===== src/rtl/cla_serial_addsub.sv =====
// rtl/cla_serial_addsub.sv - WIDTH-bit add/sub reusing one 4-bit CLA slice per nibble
module cla_serial_addsub #(
    parameter int WIDTH = 16
) (
    input  logic             clk,
    input  logic             rst_n,
    input  logic             start,
    input  logic             sub,
    input  logic [WIDTH-1:0] a,
    input  logic [WIDTH-1:0] b,
    output logic             ready,
    output logic             done,
    output logic [WIDTH-1:0] result,
    output logic             c_out,
    output logic             ovf,
    output logic             zero
);

    localparam int NIB  = WIDTH / 4;
    localparam int IDXW = (NIB > 1) ? $clog2(NIB) : 1;
    localparam logic [IDXW-1:0]  LAST     = IDXW'(NIB - 1);
    localparam logic [WIDTH-1:0] NIB_MASK = WIDTH'(4'hF);

    typedef enum logic [1:0] {
        S_IDLE = 2'd0,
        S_RUN  = 2'd1,
        S_DONE = 2'd2
    } state_t;

    state_t           state;
    state_t           state_next;
    logic             accept;
    logic [WIDTH-1:0] a_q;
    logic [WIDTH-1:0] b_q;
    logic             carry_q;
    logic [IDXW-1:0]  idx;
    logic [IDXW+1:0]  shamt;
    logic [3:0]       a_nib;
    logic [3:0]       b_nib;
    logic [3:0]       g;
    logic [3:0]       p;
    logic             c1, c2, c3, c4;
    logic [3:0]       sum;
    logic [WIDTH-1:0] res_next;

    assign shamt = {idx, 2'b00};
    assign a_nib = 4'(a_q >> shamt);
    assign b_nib = 4'(b_q >> shamt);
    assign g     = a_nib & b_nib;
    assign p     = a_nib ^ b_nib;

    // Lookahead carries: every carry is a flat function of g, p and the incoming carry.
    assign c1 = g[0] | (p[0] & carry_q);
    assign c2 = g[1] | (p[1] & g[0]) | (p[1] & p[0] & carry_q);
    assign c3 = g[2] | (p[2] & g[1]) | (p[2] & p[1] & g[0]) | (p[2] & p[1] & p[0] & carry_q);
    assign c4 = g[3] | (p[3] & g[2]) | (p[3] & p[2] & g[1]) | (p[3] & p[2] & p[1] & g[0])
              | (p[3] & p[2] & p[1] & p[0] & carry_q);
    assign sum = p ^ {c3, c2, c1, carry_q};

    // Result with the current nibble replaced; untouched nibbles keep their old contents.
    assign res_next = (result & ~(NIB_MASK << shamt)) | (WIDTH'(sum) << shamt);

    assign ready = (state != S_RUN);
    assign done  = (state == S_DONE);

    // State register.
    always_ff @(posedge clk or negedge rst_n) begin
        if (!rst_n) begin
            state <= S_IDLE;
        end else begin
            state <= state_next;
        end
    end

    // Next-state logic; a start is accepted whenever the block is not mid-run.
    always_comb begin
        state_next = state;
        accept     = 1'b0;
        case (state)
            S_IDLE: begin
                if (start) begin
                    accept     = 1'b1;
                    state_next = S_RUN;
                end
            end
            S_RUN: begin
                if (idx == LAST) begin
                    state_next = S_DONE;
                end
            end
            S_DONE: begin
                if (start) begin
                    accept     = 1'b1;
                    state_next = S_RUN;
                end else begin
                    state_next = S_IDLE;
                end
            end
            default: state_next = S_IDLE;
        endcase
    end

    // Operand latch, per-nibble accumulation and final flag capture.
    always_ff @(posedge clk or negedge rst_n) begin
        if (!rst_n) begin
            a_q     <= '0;
            b_q     <= '0;
            carry_q <= 1'b0;
            idx     <= '0;
            result  <= '0;
            c_out   <= 1'b0;
            ovf     <= 1'b0;
            zero    <= 1'b0;
        end else if (accept) begin
            a_q     <= a;
            b_q     <= b ^ {WIDTH{sub}};
            carry_q <= sub;
            idx     <= '0;
        end else if (state == S_RUN) begin
            result  <= res_next;
            carry_q <= c4;
            idx     <= idx + 1'b1;
            if (idx == LAST) begin
                c_out <= c4;
                ovf   <= c3 ^ c4;
                zero  <= (res_next == '0);
            end
        end
    end

endmodule

===== config.mk =====
export PLATFORM = sky130hd
export DESIGN_NAME = cla_serial_addsub
export DESIGN_NICKNAME = d
export VERILOG_FILES = /design/src/rtl/cla_serial_addsub.sv
export SDC_FILE = /design/constraint.sdc
export NUM_CORES = 1
export LEC_CHECK = 0
export ABC_CLOCK_PERIOD_IN_PS = 3300
export BUFFER_PORTS_ARGS = -buffer_cell sky130_fd_sc_hd__buf_2
export CAP_MARGIN = 10
export CORE_UTILIZATION = 28
export DETAILED_ROUTE_END_ITERATION = 8
export GPL_TIMING_DRIVEN = 0
export SYNTH_ARGS = -nofsm -noshare
export SYNTH_HDL_FRONTEND = slang
export SYNTH_SLANG_ARGS = --single-unit

===== constraint.sdc =====
create_clock -name clk -period 3.3 [get_ports clk]
set_input_delay 0.99 -clock clk [delete_from_list [all_inputs] [get_ports clk]]
set_output_delay 0.99 -clock clk [all_outputs]
set_load 0.005 [all_outputs]

# After elaboration in Yosys (flattened, before gate mapping)
# Cells that the tools add are included.
# word_totals
reg_bits	56
output_inout_bits	21
word_cells	72
# classes
addsub	1
n_eq_ne	6
shifts	4
mux	10
bitwise_logic	35
reduce_logical	7
# ops
operator	n
>> shifter 16 x 4 -> 4 bit	2
bitwise AND 1 bit	16
bitwise AND 16 bit	1
logical NOT 16 bit	1
inverter 16 bit	1
OR 16 bit	1
left shift 4 x 4 -> 16 bit	1
left shift 4 x 4 -> 16 bit (first input constant)	1
bitwise XOR 16 bit	1
OR 1 bit	10
two-way mux 2 bit	4
bitwise XOR 4 bit	2
one-hot mux 2 bit (3 select lines)	1
two-way mux 1 bit	5
bitwise AND 4 bit	1
equality test 2 bit (second input constant)	2
!= test 2 bit (second input constant)	2
AND reduction 2 bit	2
AND reduction 3 bit	1
adder 2 x 1 -> 2 bit (second input constant)	1
equality test 2 x 1 -> 1 bit (second input constant)	1
logical NOT 2 bit	1
!= test 2 x 1 -> 1 bit (second input constant)	1
nonzero test 2 bit	1
3 further kinds	3

# Depth between registers and ports, before layout
# Gate-level depths: netlist (run 1).
# logic_depth
word_depth	10
ltp_mapped	7
ltp_nobuf	6

# Worst setup path before layout (run 1)
# OpenSTA, ideal clock, no wires.
# synth_timing
kind	flip-flop to flip-flop
startpoint	register idx[0]
endpoint	register zero
setup_ns	0.134
arrival_ns	2.446
setup_slack_ns	0.721
stages_incl_launch_ff	8
path_buffers	1
synth_period_minus_slack_ns	2.579
path_cell_list	dfrtp_1 > buf_2 > mux4_2 > ha_1 > a211o_1 > a21o_2 > a22oi_4 > o31ai_1
# synth_via
elab_chain_cells	10
# synth_lines
element	line	source
from (decl)	36	logic [IDXW-1:0] idx;
from (signal assigned)	122	idx <= idx + 1'b1;
>> shifter 16 x 4 -> 4 bit (on tied branches)	47, 48	
bitwise XOR 4 bit or bitwise AND 4 bit (tied branches)	50, 49	
bitwise AND 1 bit	55	assign c3 = g[2] | (p[2] & g[1]) | (p[2] & p[1] & g[0]) | (p[2] & p[1] & p[0] & carry_q);
OR 1 bit or bitwise AND 1 bit (tied branches) (2 in a row)	55	
OR 1 bit	55	
bitwise XOR 4 bit	58	assign sum = p ^ {c3, c2, c1, carry_q};
left shift 4 x 4 -> 16 bit	61	assign res_next = (result & ~(NIB_MASK << shamt)) | (WIDTH'(sum) << shamt);
OR 16 bit	61	
logical NOT 16 bit	126	zero <= (res_next == '0);
to (signal assigned)	126	
to (decl)	16	output logic zero
# Parallel ways exist; a longest one is shown, timed or not.
# A chain may end at the register's enable or synchronous reset.

# Final worst setup path (run 1)
# Same ends and word-level chain as after synthesis.

==> impl_metrics.json, run 1 <==
{
  "cts_made_buffers": 5,
  "drtAntennaViolNets": 0,
  "peakVddDrop_uv": 581.0,
  "drive_gt1_frac": 0.3755,
  "cts_max_path_buffers": 2,
  "cp_slowest_cell": "mux4_2",
  "vias": 1812,
  "syn_area_per_cell_um2": 12.53,
  "nFillCells": 950,
  "synthCells": 214,
  "first_iter_violations": 41,
  "max_cap_viol_count": 0,
  "wl_per_cell_um": 14.25,
  "layout_commonest_cell": "buf_2",
  "via_per_inst": 4.463,
  "critPathKind": "register to register",
  "grt-ovfl-total": 0,
  "clockRootBuffer": "clkbuf_8",
  "preCtsSetupSlack_ns": 0.3565,
  "finalSetupTns_ns": 0,
  "power.leakage_uw": 0.001484,
  "netlist.area_leader.share": 0.5226,
  "power_density_nw_per_um2": 1128,
  "syn-cell-area_um2": 2681,
  "htreeDepth": 2,
  "grt_max_degree": 57,
  "area_growth_pct": 19.88,
  "layout_common_cells": "buf_2 (61), dfrtp_1 (56), nand2_1 (25)",
  "ios": 57,
  "clock_latency_ns": 0.31,
  "crit_arrival_ns": 3.11,
  "finalCriticalPeriod_ns": 2.943,
  "yosysTopAreaCell": "dfrtp_1",
  "path_cells": "buf_2, mux4_2, ha_1, a211o_1, a21o_2, a22oi_4, o31ai_1",
  "postCtsSetupRepairBufs": 0,
  "crit_buf_inv": 1,
  "track_usage": 0.1288,
  "n_antenna_cell": 0,
  "final_design_area_no_fill_um2": 3214,
  "chipWidth_um": 99.86,
  "cts_tree": "yes",
  "start_util": 0.2902,
  "critPathMaxStageDelay_ns": 0.61,
  "ctsHoldBuffers": 0,
  "dpl_cell_area_um2": 3118,
  "synth_fp_nets": 260,
  "grt_pass1_vias": 1914,
  "critPathLaunchType": "register",
  "gp_congestion": 0.7340,
  "ys_ff_latch": 56,
  "io_buffers": 55,
  "setup_ws_ns": 0.3570,
  "setup_viol": 0,
  "yosysSeqAreaShare": 0.5226,
  "antenna_found_initial": 0,
  "grt_pass1_wl_um": 9887,
  "post-route-period-util": 0.8918,
  "yosysUniqueCellTypes": 33,
  "wl_um": 5784,
  "dieArea_um2": 9971,
  "rows": 35,
  "first_pass_iters": 4,
  "power_uw": 3627,
  "required_ns": 3.47,
  "fmax_mhz": 339.8,
  "outcome": "completed",
  "end_kind": "register",
  "path_delay_family": "compound AO/OA/AOI/OAI gates",
  "rsz0062_at_grt": "no",
  "core_area_um2": 9240,
  "holdWs_ns": 0.4877,
  "synth.area.top_cells": "dfrtp_1 (52%), mux2_2 (7.1%), mux4_2 (6.7%), xnor2_1 (5.6%), a22o_1 (4.2%)",
  "clk_pin_slew_ns": 0.10,
  "drv_slew": 0,
  "final_nets": 322,
  "die-height_um": 99.86,
  "hold_path.class": "register to register",
  "slew_headroom": 0.5408,
  "place_hpwl_um": 4288,
  "path_max_fanout": 10,
  "worst_pin_slew_ns": 0.6888,
  "finalHoldViolations": 0,
  "drc": 0,
  "clock-sinks": 56,
  "post_cts_resized": 0,
  "yosys_warnings": 0,
  "clock_skew_ns": 0.007933
}
-- state kept, by name (all words and copies together) (netlist names) --
register,cells
a_q,16
idx,2
b_q,16
c_out,1
state,2
carry_q,1
zero,1
ovf,1
result,16
-- cells in the mapped netlist --
master,number
o31ai_1,1
mux4_2,8
nor2b_1,1
nor3_1,2
nand2_1,25
a22oi_4,1
mux2i_1,1
nor3_2,3
nor2_1,3
dfrtp_1,56
clkbuf_1,3
and2b_1,1
o21a_1,1
xnor2_1,17
a21oi_1,3
mux2_2,17
nor4_1,3
nand3_1,2
o211ai_1,1
a21o_2,2
buf_4,1
a211o_1,1
nand3b_1,1
inv_1,4
o21ai_0,20
nand2b_1,1
fa_1,1
a22o_1,13
a22o_2,3
buf_2,7
xor2_1,1
o22a_1,1
ha_1,9
-- layout make-up --
type | instances | area [um2] | share of cell area
Inverter | 4 | 15.01 | 0.004671
Timing Repair Buffer | 55 | 277.8 | 0.08641
Tap cell | 129 | 161.4 | 0.05021
Buffer | 11 | 53.80 | 0.01674
Clock inverter | 1 | 7.507 | 0.002336
Clock buffer | 7 | 86.33 | 0.02686
Sequential cell | 56 | 1401 | 0.4360
Multi-Input combinational cell | 143 | 1211 | 0.3768
-- where the power goes --
part,total [uW],internal (uW),switching (uW),leakage (uW)
Clock,389,171,217,0.0000445
Sequential,1230,1020,202,0.000684
Combinational,2010,923,1090,0.000755
Total,3630,2120,1510,0.00148
-- path summary, 6_finish.rpt --
path                        endpoint   start  cells past startpoint  slack (ns)
max                             zero  idx[0]                      7        0.36
min                           b_q[1]  b_q[1]                      2        0.49
max reg2reg                     zero  idx[0]                      7        0.36
min reg2reg                   b_q[1]  b_q[1]                      2        0.49
max in group asynchronous     a_q[3]   rst_n                      1        2.12
min in group asynchronous  result[4]   rst_n                      1        0.71
-- per-stage QoR --
stage	util	instances
2_1_floorplan	-	214
3_3_place_gp	0.3374	398
3_5_place_dp	0.3374	398
4_1_cts	0.3476	406
5_1_grt	0.3479	406
6_report	0.3479	406
-- logic make-up (layout without fill, tap and decap cells) --
family                   after synthesis  in the layout  share of synthesized area
adder cells (fa/ha/maj)               10             10                    0.04946
AO/OA/AOI/OAI                         47             47                     0.1260
AND/OR/NAND/NOR                       42             42                    0.07513
multiplexers                          26             26                     0.1423
flip-flops                            56             56                     0.5226
buffers and inverters                 15             78                    0.02566
XOR/XNOR                              18             18                    0.05880
-- per-layer routing --
metal,up-vias,routed length [um],global-route usage
met1,868,2702,0.1742
met5,-,0,0
met2,49,2764,0.2090
met4,0,34,0.03394
met3,4,283,0.02855
li1,891,-,-
-- worst register-to-register path: cells and delay by family (launching register included) --
family | cells | cell delay (ns)
AOI/OAI and AO/OA | 4 | 0.96
muxes | 1 | 0.61
DFF | 1 | 0.51
buffers and inverters | 1 | 0.38
adders and majority gates | 1 | 0.34
No activity file was read; power rests on OpenSTA's default activity.
==> run 2: changes to the inputs <==
--- a/config.mk
+++ b/config.mk
@@ -5,12 +5,12 @@
 export SDC_FILE = /design/constraint.sdc
 export NUM_CORES = 1
 export LEC_CHECK = 0
-export ABC_CLOCK_PERIOD_IN_PS = 3300
+export ABC_CLOCK_PERIOD_IN_PS = 3010
 export BUFFER_PORTS_ARGS = -buffer_cell sky130_fd_sc_hd__buf_2
-export CAP_MARGIN = 10
 export CORE_UTILIZATION = 28
 export DETAILED_ROUTE_END_ITERATION = 8
 export GPL_TIMING_DRIVEN = 0
+export REMOVE_ABC_BUFFERS = 1
 export SYNTH_ARGS = -nofsm -noshare
 export SYNTH_HDL_FRONTEND = slang
 export SYNTH_SLANG_ARGS = --single-unit
==> constraint.sdc (replaced) <==
create_clock -name clk -period 3.01 [get_ports clk]
set_input_delay 0.903 -clock clk [delete_from_list [all_inputs] [get_ports clk]]
set_output_delay 0.903 -clock clk [all_outputs]
set_load 0.005 [all_outputs]
==> run 2 against run 1 <==
Against the previous run:
- clock power is 8.5% higher
- largest power group unchanged
- flip-flop and latch count is the same
- design area shrank 0.58%
- cell count is 2.2% lower
- critical path depth fell by 1
- critical endpoint unchanged
- largest cell class unchanged
- sequential share of layout area is 0.30 points higher
- routed wire length decreased by 4.9%
- via count shrank 2.2%
- highest routed layer unchanged
==> impl_metrics.json, run 2 (same netlist as run 1, synthesis figures left out) <==
{
  "cts_made_buffers": 5,
  "crit_arrival_ns": 2.92,
  "p_clk_frac": 0.107,
  "grt_pass1_wl_um": 9328,
  "cts_max_path_buffers": 2,
  "rows": 35,
  "final_core_util": 0.3458,
  "power.leakage_uw": 0.001463,
  "cts_tree": "yes",
  "hold_path_depth": 2,
  "clock-sinks": 56,
  "max_cap_viol_count": 0,
  "hold_end": "b_q[11]",
  "rsz0062_at_grt": "no",
  "p_comb_frac": 0.537,
  "dieArea_um2": 9971,
  "grt_max_degree": 57,
  "end_kind": "register",
  "post_cts_resized": 1,
  "clk_pin_slew_ns": 0.11,
  "min_from": "b_q[11]",
  "critPathLaunchType": "register",
  "post-route-period-util": 0.9082,
  "r2r_start": "idx[0]",
  "path_max_fanout": 15,
  "power_density_nw_per_um2": 1230,
  "required_ns": 3.19,
  "holdWs_ns": 0.4849,
  "wl_um": 5500,
  "n_antenna_cell": 0,
  "rrSetupSlack_ns": 0.28,
  "wl_per_cell_um": 13.85,
  "worst_pin_slew_ns": 0.7244,
  "die-height_um": 99.86,
  "antenna_found_initial": 0,
  "finalSetupTns_ns": 0,
  "finalHoldViolations": 0,
  "clock_latency_ns": 0.31,
  "outcome": "completed",
  "htreeDepth": 2,
  "drtAntennaViolNets": 0,
  "gp_congestion": 0.7588,
  "vias": 1772,
  "start_util": 0.2902,
  "drv_slew": 0,
  "fmax_mhz": 365.8,
  "power_uw": 3931,
  "swShare": 0.4170,
  "setup_viol": 0,
  "io_buffers": 56,
  "grt-ovfl-total": 0,
  "preCtsSetupSlack_ns": -0.008718,
  "final_nets": 313,
  "area_growth_pct": 19.18,
  "first_pass_iters": 4,
  "p_seq_frac": 0.356,
  "switchingPower_uw": 1639,
  "first_iter_violations": 25,
  "grt_pass1_vias": 1863,
  "chipWidth_um": 99.86,
  "ctsHoldBuffers": 0,
  "critPathKind": "register to register",
  "via_per_inst": 4.463,
  "track_usage": 0.1211,
  "place_hpwl_um": 3927,
  "slew_headroom": 0.5171,
  "postCtsSetupRepairBufs": 0,
  "drc": 0,
  "finalCriticalPeriod_ns": 2.734,
  "ios": 57,
  "reg.largest.list": "a_q: 16 flops, b_q: 16 flops, result: 16 flops",
  "peakVddDrop_uv": 534.8,
  "hold_path.class": "register to register",
  "clock_skew_ns": 0.01142,
  "clockRootBuffer": "clkbuf_8",
  "internal_power_uw": 2292,
  "setup_ws_ns": 0.2762,
  "core_area_um2": 9240,
  "drive_gt1_frac": 0.3769,
  "worstReg2RegEnd": "zero",
  "reg2reg_depth": 6,
  "layout_common_cells": "dfrtp_1 (55), buf_2 (55), nand2_1 (25)"
}
## run 2: power by group through the flow
stage,Clock [uW],Sequential (uW),Combinational (uW)
after floorplan,0,1350,1520
after global placement,0,1410,2080
after detailed placement,0,1420,2150
after CTS,441,1410,2150
after global routing,470,1460,2360
final,422,1400,2110
## run 2: through the flow
| stage | std cells | instance area, um2 |
|---|---|---|
| final | 397 | 3196 |
| after CTS | 397 | 3193 |
| after detailed placement | 389 | 3099 |
| after floorplan | 203 | 2628 |
| after global placement | 388 | 3069 |
| after global routing | 397 | 3196 |
## run 2: cell type report
type / instances / area (um2)
well taps: 129 / 161.4
clock buffers: 5 / 68.82
clock inverters: 3 / 23.77
fillers: 940 / 6045
inverters: 4 / 15.01
repair buffers: 57 / 310.3
flip-flops and latches: 56 / 1403
multi-input cells: 143 / 1214
## run 2: layer usage
layer	global-route usage	vias up	share of wire
li1	-	867	-
met1	0.1671	856	0.49
met2	0.1910	45	0.45
met3	0.03203	4	0.048
met4	0.02715	0	0.0045
met5	0	-	0
## run 2: worst max path at each step
stage                start         end  cells past startpoint
floorplan           idx[0]        zero                      6
global placement     start     carry_q                      5
detailed placement  idx[0]        zero                      6
CTS                 idx[0]   result[7]                      6
global route        idx[0]  result[11]                      6
finish              idx[0]        zero                      6
## run 2: worst max-delay path: stages, from the launching register on
cell and delay (ns):
dfrtp_2 0.68, mux4_2 0.64, ha_1 0.34, a211o_1 0.31, a21o_2 0.23, a22oi_4 0.29, o31ai_1 0.12
